--- config.mk ---
export PLATFORM = sky130hd
export DESIGN_NAME = hilo_acc_flat
export DESIGN_NICKNAME = d
export VERILOG_FILES = /design/src/rtl/hilo_acc_pkg.sv /design/src/rtl/hilo_acc_if.sv /design/src/rtl/hilo_acc_addsub.sv /design/src/rtl/hilo_acc.sv /design/src/flat_wrapper.sv
export SDC_FILE = /design/constraint.sdc
export NUM_CORES = 1
export LEC_CHECK = 0
export ABC_AREA = 0
export BUFFER_PORTS_ARGS = -buffer_cell sky130_fd_sc_hd__buf_2
export CORE_UTILIZATION = 45
export CTS_BUF_LIST = sky130_fd_sc_hd__clkbuf_8 sky130_fd_sc_hd__clkbuf_16
export DETAILED_ROUTE_END_ITERATION = 6
export SYNTH_ARGS = -nofsm -noshare
export SYNTH_HDL_FRONTEND = slang
export SYNTH_SLANG_ARGS = --single-unit
--- constraint.sdc ---
create_clock -name clk -period 7.5 [get_ports clk]
set_clock_uncertainty 0.15 [all_clocks]
set_input_delay 1.5 -clock clk [delete_from_list [all_inputs] [get_ports clk]]
set_output_delay 1.5 -clock clk [all_outputs]
set_load 0.02 [all_outputs]
--- src/rtl/hilo_acc_pkg.sv ---
// Shared CPU defines for the HI/LO accumulator: multiply/divide op codes,
// the accumulator FSM states and a small op-decoding helper.
package hilo_acc_pkg;

    typedef enum logic [1:0] {
        MD_OP_WR     = 2'b00,
        MD_OP_MADD   = 2'b01,
        MD_OP_MSUB   = 2'b10,
        MD_OP_WR_ALT = 2'b11
    } md_op_e;

    typedef enum logic {
        ST_IDLE = 1'b0,
        ST_ACC  = 1'b1
    } hilo_state_e;

    // Both 00 and 11 are plain writes; only MADD/MSUB need the extra cycle.
    function automatic logic is_acc_op(input md_op_e op);
        return (op == MD_OP_MADD) || (op == MD_OP_MSUB);
    endfunction

endpackage

--- src/rtl/hilo_acc_if.sv ---
// Bundle of the multiply/divide result port, MTHI/MTLO writes and HI/LO reads
// between the issuing pipeline (master) and the accumulator (slave).
interface hilo_acc_if #(
    parameter int DATA_W = 32
);
    import hilo_acc_pkg::*;

    logic              md_valid;
    md_op_e            md_op;
    logic [DATA_W-1:0] md_hi;
    logic [DATA_W-1:0] md_lo;
    logic              md_ready;
    logic              hi_we;
    logic              lo_we;
    logic [DATA_W-1:0] mt_data;
    logic              flush;
    logic [DATA_W-1:0] hi_rd;
    logic [DATA_W-1:0] lo_rd;
    logic              busy;

    modport master (
        output md_valid, md_op, md_hi, md_lo, hi_we, lo_we, mt_data, flush,
        input  md_ready, hi_rd, lo_rd, busy
    );

    modport slave (
        input  md_valid, md_op, md_hi, md_lo, hi_we, lo_we, mt_data, flush,
        output md_ready, hi_rd, lo_rd, busy
    );

endinterface

--- src/rtl/hilo_acc_addsub.sv ---
// Combinational double-width add/subtract used for the MADD/MSUB commit;
// the result wraps modulo 2^(2*DATA_W).
module hilo_acc_addsub #(
    parameter int DATA_W = 32
) (
    input  logic [2*DATA_W-1:0] a,
    input  logic [2*DATA_W-1:0] b,
    input  logic                sub,
    output logic [2*DATA_W-1:0] y
);

    assign y = sub ? (a - b) : (a + b);

endmodule

--- src/rtl/hilo_acc.sv ---
// HI/LO register pair with MADD/MSUB accumulate: accumulates are registered
// for one cycle (ACC) so a late flush can still cancel them before commit.
module hilo_acc
    import hilo_acc_pkg::*;
#(
    parameter int DATA_W    = 32,
    parameter bit BYPASS_EN = 1'b1
) (
    input  logic       clk,
    input  logic       rst,
    hilo_acc_if.slave  bus
);

    hilo_state_e         state_q, state_d;
    logic [DATA_W-1:0]   hi_q, hi_d;
    logic [DATA_W-1:0]   lo_q, lo_d;
    logic [2*DATA_W-1:0] opnd_q, opnd_d;
    md_op_e              op_q, op_d;

    logic                hs;
    logic                acc_hs;
    logic                wr_hs;
    logic [2*DATA_W-1:0] acc_res;

    assign bus.md_ready = (state_q == ST_IDLE);
    assign hs           = bus.md_valid && bus.md_ready;
    assign acc_hs       = hs && is_acc_op(bus.md_op);
    assign wr_hs        = hs && !is_acc_op(bus.md_op);
    assign bus.busy     = (state_q == ST_ACC) || acc_hs;

    hilo_acc_addsub #(.DATA_W(DATA_W)) u_addsub (
        .a   ({hi_q, lo_q}),
        .b   (opnd_q),
        .sub (op_q == MD_OP_MSUB),
        .y   (acc_res)
    );

    always_comb begin
        state_d = state_q;
        hi_d    = hi_q;
        lo_d    = lo_q;
        opnd_d  = opnd_q;
        op_d    = op_q;
        case (state_q)
            ST_IDLE: begin
                if (wr_hs) begin
                    hi_d = bus.md_hi;
                    lo_d = bus.md_lo;
                end else if (acc_hs) begin
                    opnd_d  = {bus.md_hi, bus.md_lo};
                    op_d    = bus.md_op;
                    state_d = ST_ACC;
                end else begin
                    // MT writes only land when no handshake claims HI/LO.
                    if (bus.hi_we) hi_d = bus.mt_data;
                    if (bus.lo_we) lo_d = bus.mt_data;
                end
            end
            ST_ACC: begin
                state_d = ST_IDLE;
                if (!bus.flush) begin
                    {hi_d, lo_d} = acc_res;
                end
            end
            default: state_d = ST_IDLE;
        endcase
    end

    // Forward same-cycle writes so a dependent read need not wait an edge.
    always_comb begin
        bus.hi_rd = hi_q;
        bus.lo_rd = lo_q;
        if (BYPASS_EN && !bus.busy) begin
            if (wr_hs) begin
                bus.hi_rd = bus.md_hi;
                bus.lo_rd = bus.md_lo;
            end else begin
                if (bus.hi_we) bus.hi_rd = bus.mt_data;
                if (bus.lo_we) bus.lo_rd = bus.mt_data;
            end
        end
    end

    always_ff @(posedge clk) begin
        if (rst) begin
            state_q <= ST_IDLE;
            hi_q    <= '0;
            lo_q    <= '0;
            opnd_q  <= '0;
            op_q    <= MD_OP_WR;
        end else begin
            state_q <= state_d;
            hi_q    <= hi_d;
            lo_q    <= lo_d;
            opnd_q  <= opnd_d;
            op_q    <= op_d;
        end
    end

endmodule

--- src/flat_wrapper.sv ---
// flat-port wrapper written by rule: the top's interface ports become plain ports
module hilo_acc_flat import hilo_acc_pkg::*;
#(
    parameter int DATA_W    = 32,
    parameter bit BYPASS_EN = 1'b1
)
  (clk, rst, bus_md_valid, bus_md_op, bus_md_hi, bus_md_lo, bus_hi_we, bus_lo_we, bus_mt_data, bus_flush, bus_md_ready, bus_hi_rd, bus_lo_rd, bus_busy);
  hilo_acc_if #(.DATA_W(DATA_W)) bus_i ();
  input  logic clk;
  input  logic rst;
  input wire logic [$bits(bus_i.md_valid)-1:0] bus_md_valid;
  input wire logic [$bits(bus_i.md_op)-1:0] bus_md_op;
  input wire logic [$bits(bus_i.md_hi)-1:0] bus_md_hi;
  input wire logic [$bits(bus_i.md_lo)-1:0] bus_md_lo;
  input wire logic [$bits(bus_i.hi_we)-1:0] bus_hi_we;
  input wire logic [$bits(bus_i.lo_we)-1:0] bus_lo_we;
  input wire logic [$bits(bus_i.mt_data)-1:0] bus_mt_data;
  input wire logic [$bits(bus_i.flush)-1:0] bus_flush;
  output wire logic [$bits(bus_i.md_ready)-1:0] bus_md_ready;
  output wire logic [$bits(bus_i.hi_rd)-1:0] bus_hi_rd;
  output wire logic [$bits(bus_i.lo_rd)-1:0] bus_lo_rd;
  output wire logic [$bits(bus_i.busy)-1:0] bus_busy;
  assign bus_i.md_valid = bus_md_valid;
  assign bus_i.md_op = bus_md_op;
  assign bus_i.md_hi = bus_md_hi;
  assign bus_i.md_lo = bus_md_lo;
  assign bus_i.hi_we = bus_hi_we;
  assign bus_i.lo_we = bus_lo_we;
  assign bus_i.mt_data = bus_mt_data;
  assign bus_i.flush = bus_flush;
  assign bus_md_ready = bus_i.md_ready;
  assign bus_hi_rd = bus_i.hi_rd;
  assign bus_lo_rd = bus_i.lo_rd;
  assign bus_busy = bus_i.busy;
  hilo_acc #(.DATA_W(DATA_W), .BYPASS_EN(BYPASS_EN)) u_core (.clk(clk), .rst(rst), .bus(bus_i));
endmodule
==> impl_results.md <==
* Detailed-route wire length per cell at 22.7 µm
* Net count reported at finish at 2086
* First-pass GRT wire length at 79100 µm
* Placed Cells incl. Taps at 2270
* Startpoint type of the worst setup path: input port
* CTS H-Tree Depth at 4
* Sum of internal, switching and leakage power at 3.60 mW
* Clock transition time at the flip-flop clock pins of the worst setup and hold paths at 0.07 ns
* Max VDD drop at 0.146 mV
* Clock root buffer: sky130_fd_sc_hd__clkbuf_16
* Cell row count at 60
* Max-slew violation total from the final report at 0
* Final hold violation count at 0
* Antenna viol nets, final at 0
* Number of DRC markers in iteration 0 at 1337
* Area delta synth->final at 12.8%
* Combined area of all synthesized cells at 0.0126 mm²
* Worst-skew pair later-pin latency at 0.44 ns
* Cell Pwr Density at 253 mW/mm²
* Data required time at the worst endpoint at 5.85 ns
* Clock net sink count at 131
* Run status: finished clean
* Nets in the synthesized netlist at 2013
* TritonCTS clock tree: yes
* Primary FF master, synth: sky130_fd_sc_hd__dfxtp_1
* Number of global-route vias before repair at 13.1k
* Commonest non-fill, non-tap cells in the layout: 318 x sky130_fd_sc_hd__nand2_1, 235 x sky130_fd_sc_hd__a21oi_1, 169 x sky130_fd_sc_hd__o21ai_0
* Slew of the pin with the lowest slew margin at 1.13 ns
* Yosys warnings at 0
* Half-perimeter wire length after placement at 39800 µm
* Non-filler instance count after layout at 2301
* Combined global-route utilization of all metal layers at 36.3%
* Floorplan core area at 0.0273 mm²
* Number of detailed-route iterations in the first pass at 5
* Number of setup violations in the final report at 0
* Leakage at 6.31 nW
* Gpl congestion at 0.992
* Num ports at 170
* CTS buffer count at 17
* Initial core utilization at 46.3%
* Capturing element type of the critical path: output port
* Maximum number of pins on one net before global-route repair at 86
* Number of enable flip-flop cells after synthesis at 0
* Drt total wl at 52100 µm
* Area occupied by multi-input gates at 0.00939 mm²
* Proportion of register bits with asynchronous set or reset after synthesis at 0%
* Resized cells post-CTS at 0
* Yosys reg bits at 131
* Class of the worst hold path: reg -> reg
* Die Width at 169 µm
* Worst EP arrival at 4.14 ns
* Count of different cell masters after synthesis at 72
* Via count at 14.2k
* Max Cap Viol at 0
* Remaining Overflow, GRT at 0
* DIE AREA at 0.0287 mm²
* Maximum operating frequency at 173 MHz
* Setup repair after global routing missed its margin: no
* Antenna violations before repair at 2
* Number of buffers inserted for hold repair after clock tree synthesis at 0
* Setup tns final at 0 ns
* Final worst path period share at 77.3%
* CTS Buffer Depth at 2
* Post-synthesis sequential area ratio at 20.8%
* Worst Slack Setup Final at 1.71 ns
* Syn avg cell area at 6.84 µm²
* Post-CTS Setup Bufs at 0
* Final routed DRC violation total at 0
* Leading cell type in the layout, fill and taps excluded: sky130_fd_sc_hd__nand2_1
* Height of the die at 169 µm
* Period minus WS final at 5.79 ns
* Filler cell count at 2807
* Setup Crit Path Kind: in -> out
* Layout cell share with drive strength beyond 1 at 13.1%
* Post-place setup slack at 1.77 ns
* # port buffers at 169
* DR vias/cell at 6.18
* Max-slew headroom at 24.6%
* Storage cell area at 0.00262 mm²
* Highest fanout seen on the critical path at 40
* Synthesized instance count at 1844
## critical path, cell delays in order
cell and delay (ns):
sky130_fd_sc_hd__buf_2 0.12, sky130_fd_sc_hd__xnor2_1 0.53, sky130_fd_sc_hd__nor2_4 0.11, sky130_fd_sc_hd__nor2_2 0.15, sky130_fd_sc_hd__clkinv_2 0.32, sky130_fd_sc_hd__buf_4 0.40, sky130_fd_sc_hd__nor2_1 0.41, sky130_fd_sc_hd__nor2_1 0.08
sky130_fd_sc_hd__a21oi_1 0.28, sky130_fd_sc_hd__buf_2 0.23
## kinds of logic (layout without fill, tap and decap cells)
group	after synthesis	count (layout)	share of synthesized area, %
XOR/XNOR	110	110	7.64
adder cells (fa/ha/maj)	65	65	6.51
flip-flops	131	131	20.8
AND/OR/NAND/NOR	660	660	23.6
AO/OA/AOI/OAI	640	640	30.6
buffers and inverters	165	249	5.00
multiplexers	73	73	5.81
other	0	1	0
## metal layers
| metal | GRT usage [%] | routed length [µm] | vias to the layer above |
|---|---|---|---|
| li1 | - | - | 6761 |
| met1 | 48.8 | 23000 | 6778 |
| met2 | 58.5 | 23300 | 580 |
| met3 | 4.15 | 3490 | 91 |
| met4 | 16.1 | 2340 | 0 |
| met5 | 0 | 0 | - |
## path summary, 6_finish.rpt
path / start / endpoint / slack [ns] / cells past startpoint
worst max register to register: u_core.opnd_q[3] / u_core.hi_q[31] / 1.75 / 16
worst max-delay path: bus_md_op[0] / bus_hi_rd[29] / 1.71 / 10
worst min register to register: u_core.opnd_q[63] / u_core.opnd_q[63] / 0.33 / 2
worst min-delay path: u_core.opnd_q[63] / u_core.opnd_q[63] / 0.33 / 2
## cell type report
| cell class | count | share of cell area [%] |
|---|---|---|
| multi-input cells | 1548 | 66.0 |
| diodes | 1 | 0.0176 |
| clock buffers | 17 | 2.99 |
| well taps | 372 | 3.27 |
| inverters | 32 | 0.853 |
| repair buffers | 187 | 6.91 |
| clock inverters | 13 | 1.48 |
| flip-flops and latches | 131 | 18.4 |
## where the power goes
part           switching (mW)  internal, mW
clock                   0.378         0.588
combinational            1.15         0.623
sequential             0.0918         0.767
total                    1.62          1.98
## metrics by stage
stage / area, µm² / util, % / hold slack, ns
2_1_floorplan: 12600 / - / 0.300
3_3_place_gp: 13600 / 49.9 / 0.315
3_5_place_dp: 13600 / 49.9 / 0.325
4_1_cts: 14200 / 52.2 / 0.335
5_1_grt: 14200 / 52.2 / 0.361
6_report: 14200 / 52.2 / 0.328
## Yosys cell counts (8+ instances only)
library cell | count | area [µm²]
sky130_fd_sc_hd__a211o_1 | 11 | 96.3
sky130_fd_sc_hd__a211oi_1 | 32 | 240
sky130_fd_sc_hd__a21o_1 | 53 | 398
sky130_fd_sc_hd__a21oi_1 | 236 | 1180
sky130_fd_sc_hd__a221oi_1 | 9 | 78.8
sky130_fd_sc_hd__a31oi_1 | 9 | 56.3
sky130_fd_sc_hd__and3_1 | 9 | 56.3
sky130_fd_sc_hd__and4_1 | 8 | 70.1
sky130_fd_sc_hd__buf_1 | 22 | 82.6
sky130_fd_sc_hd__clkbuf_1 | 102 | 383
sky130_fd_sc_hd__dfxtp_1 | 131 | 2620
sky130_fd_sc_hd__ha_1 | 64 | 801
sky130_fd_sc_hd__inv_1 | 32 | 120
sky130_fd_sc_hd__mux2i_1 | 71 | 711
sky130_fd_sc_hd__nand2_1 | 319 | 1200
sky130_fd_sc_hd__nand2b_1 | 8 | 50.1
sky130_fd_sc_hd__nand3_1 | 15 | 75.1
sky130_fd_sc_hd__nand4_1 | 32 | 200
sky130_fd_sc_hd__nor2_1 | 170 | 638
sky130_fd_sc_hd__nor3_1 | 48 | 240
sky130_fd_sc_hd__o211ai_1 | 12 | 90.1
sky130_fd_sc_hd__o21a_1 | 12 | 90.1
sky130_fd_sc_hd__o21ai_0 | 169 | 846
sky130_fd_sc_hd__o21bai_1 | 16 | 120
sky130_fd_sc_hd__o22ai_1 | 21 | 131
sky130_fd_sc_hd__o31ai_1 | 12 | 90.1
sky130_fd_sc_hd__xnor2_1 | 64 | 561
sky130_fd_sc_hd__xor2_1 | 46 | 403
## registers in the layout (all words and copies together), names as in the netlist
signal	cells
u_core.lo_q	32
u_core.state_q	1
u_core.op_q	2
u_core.hi_q	32
u_core.opnd_q	64
(Power assumes the default switching activity.)
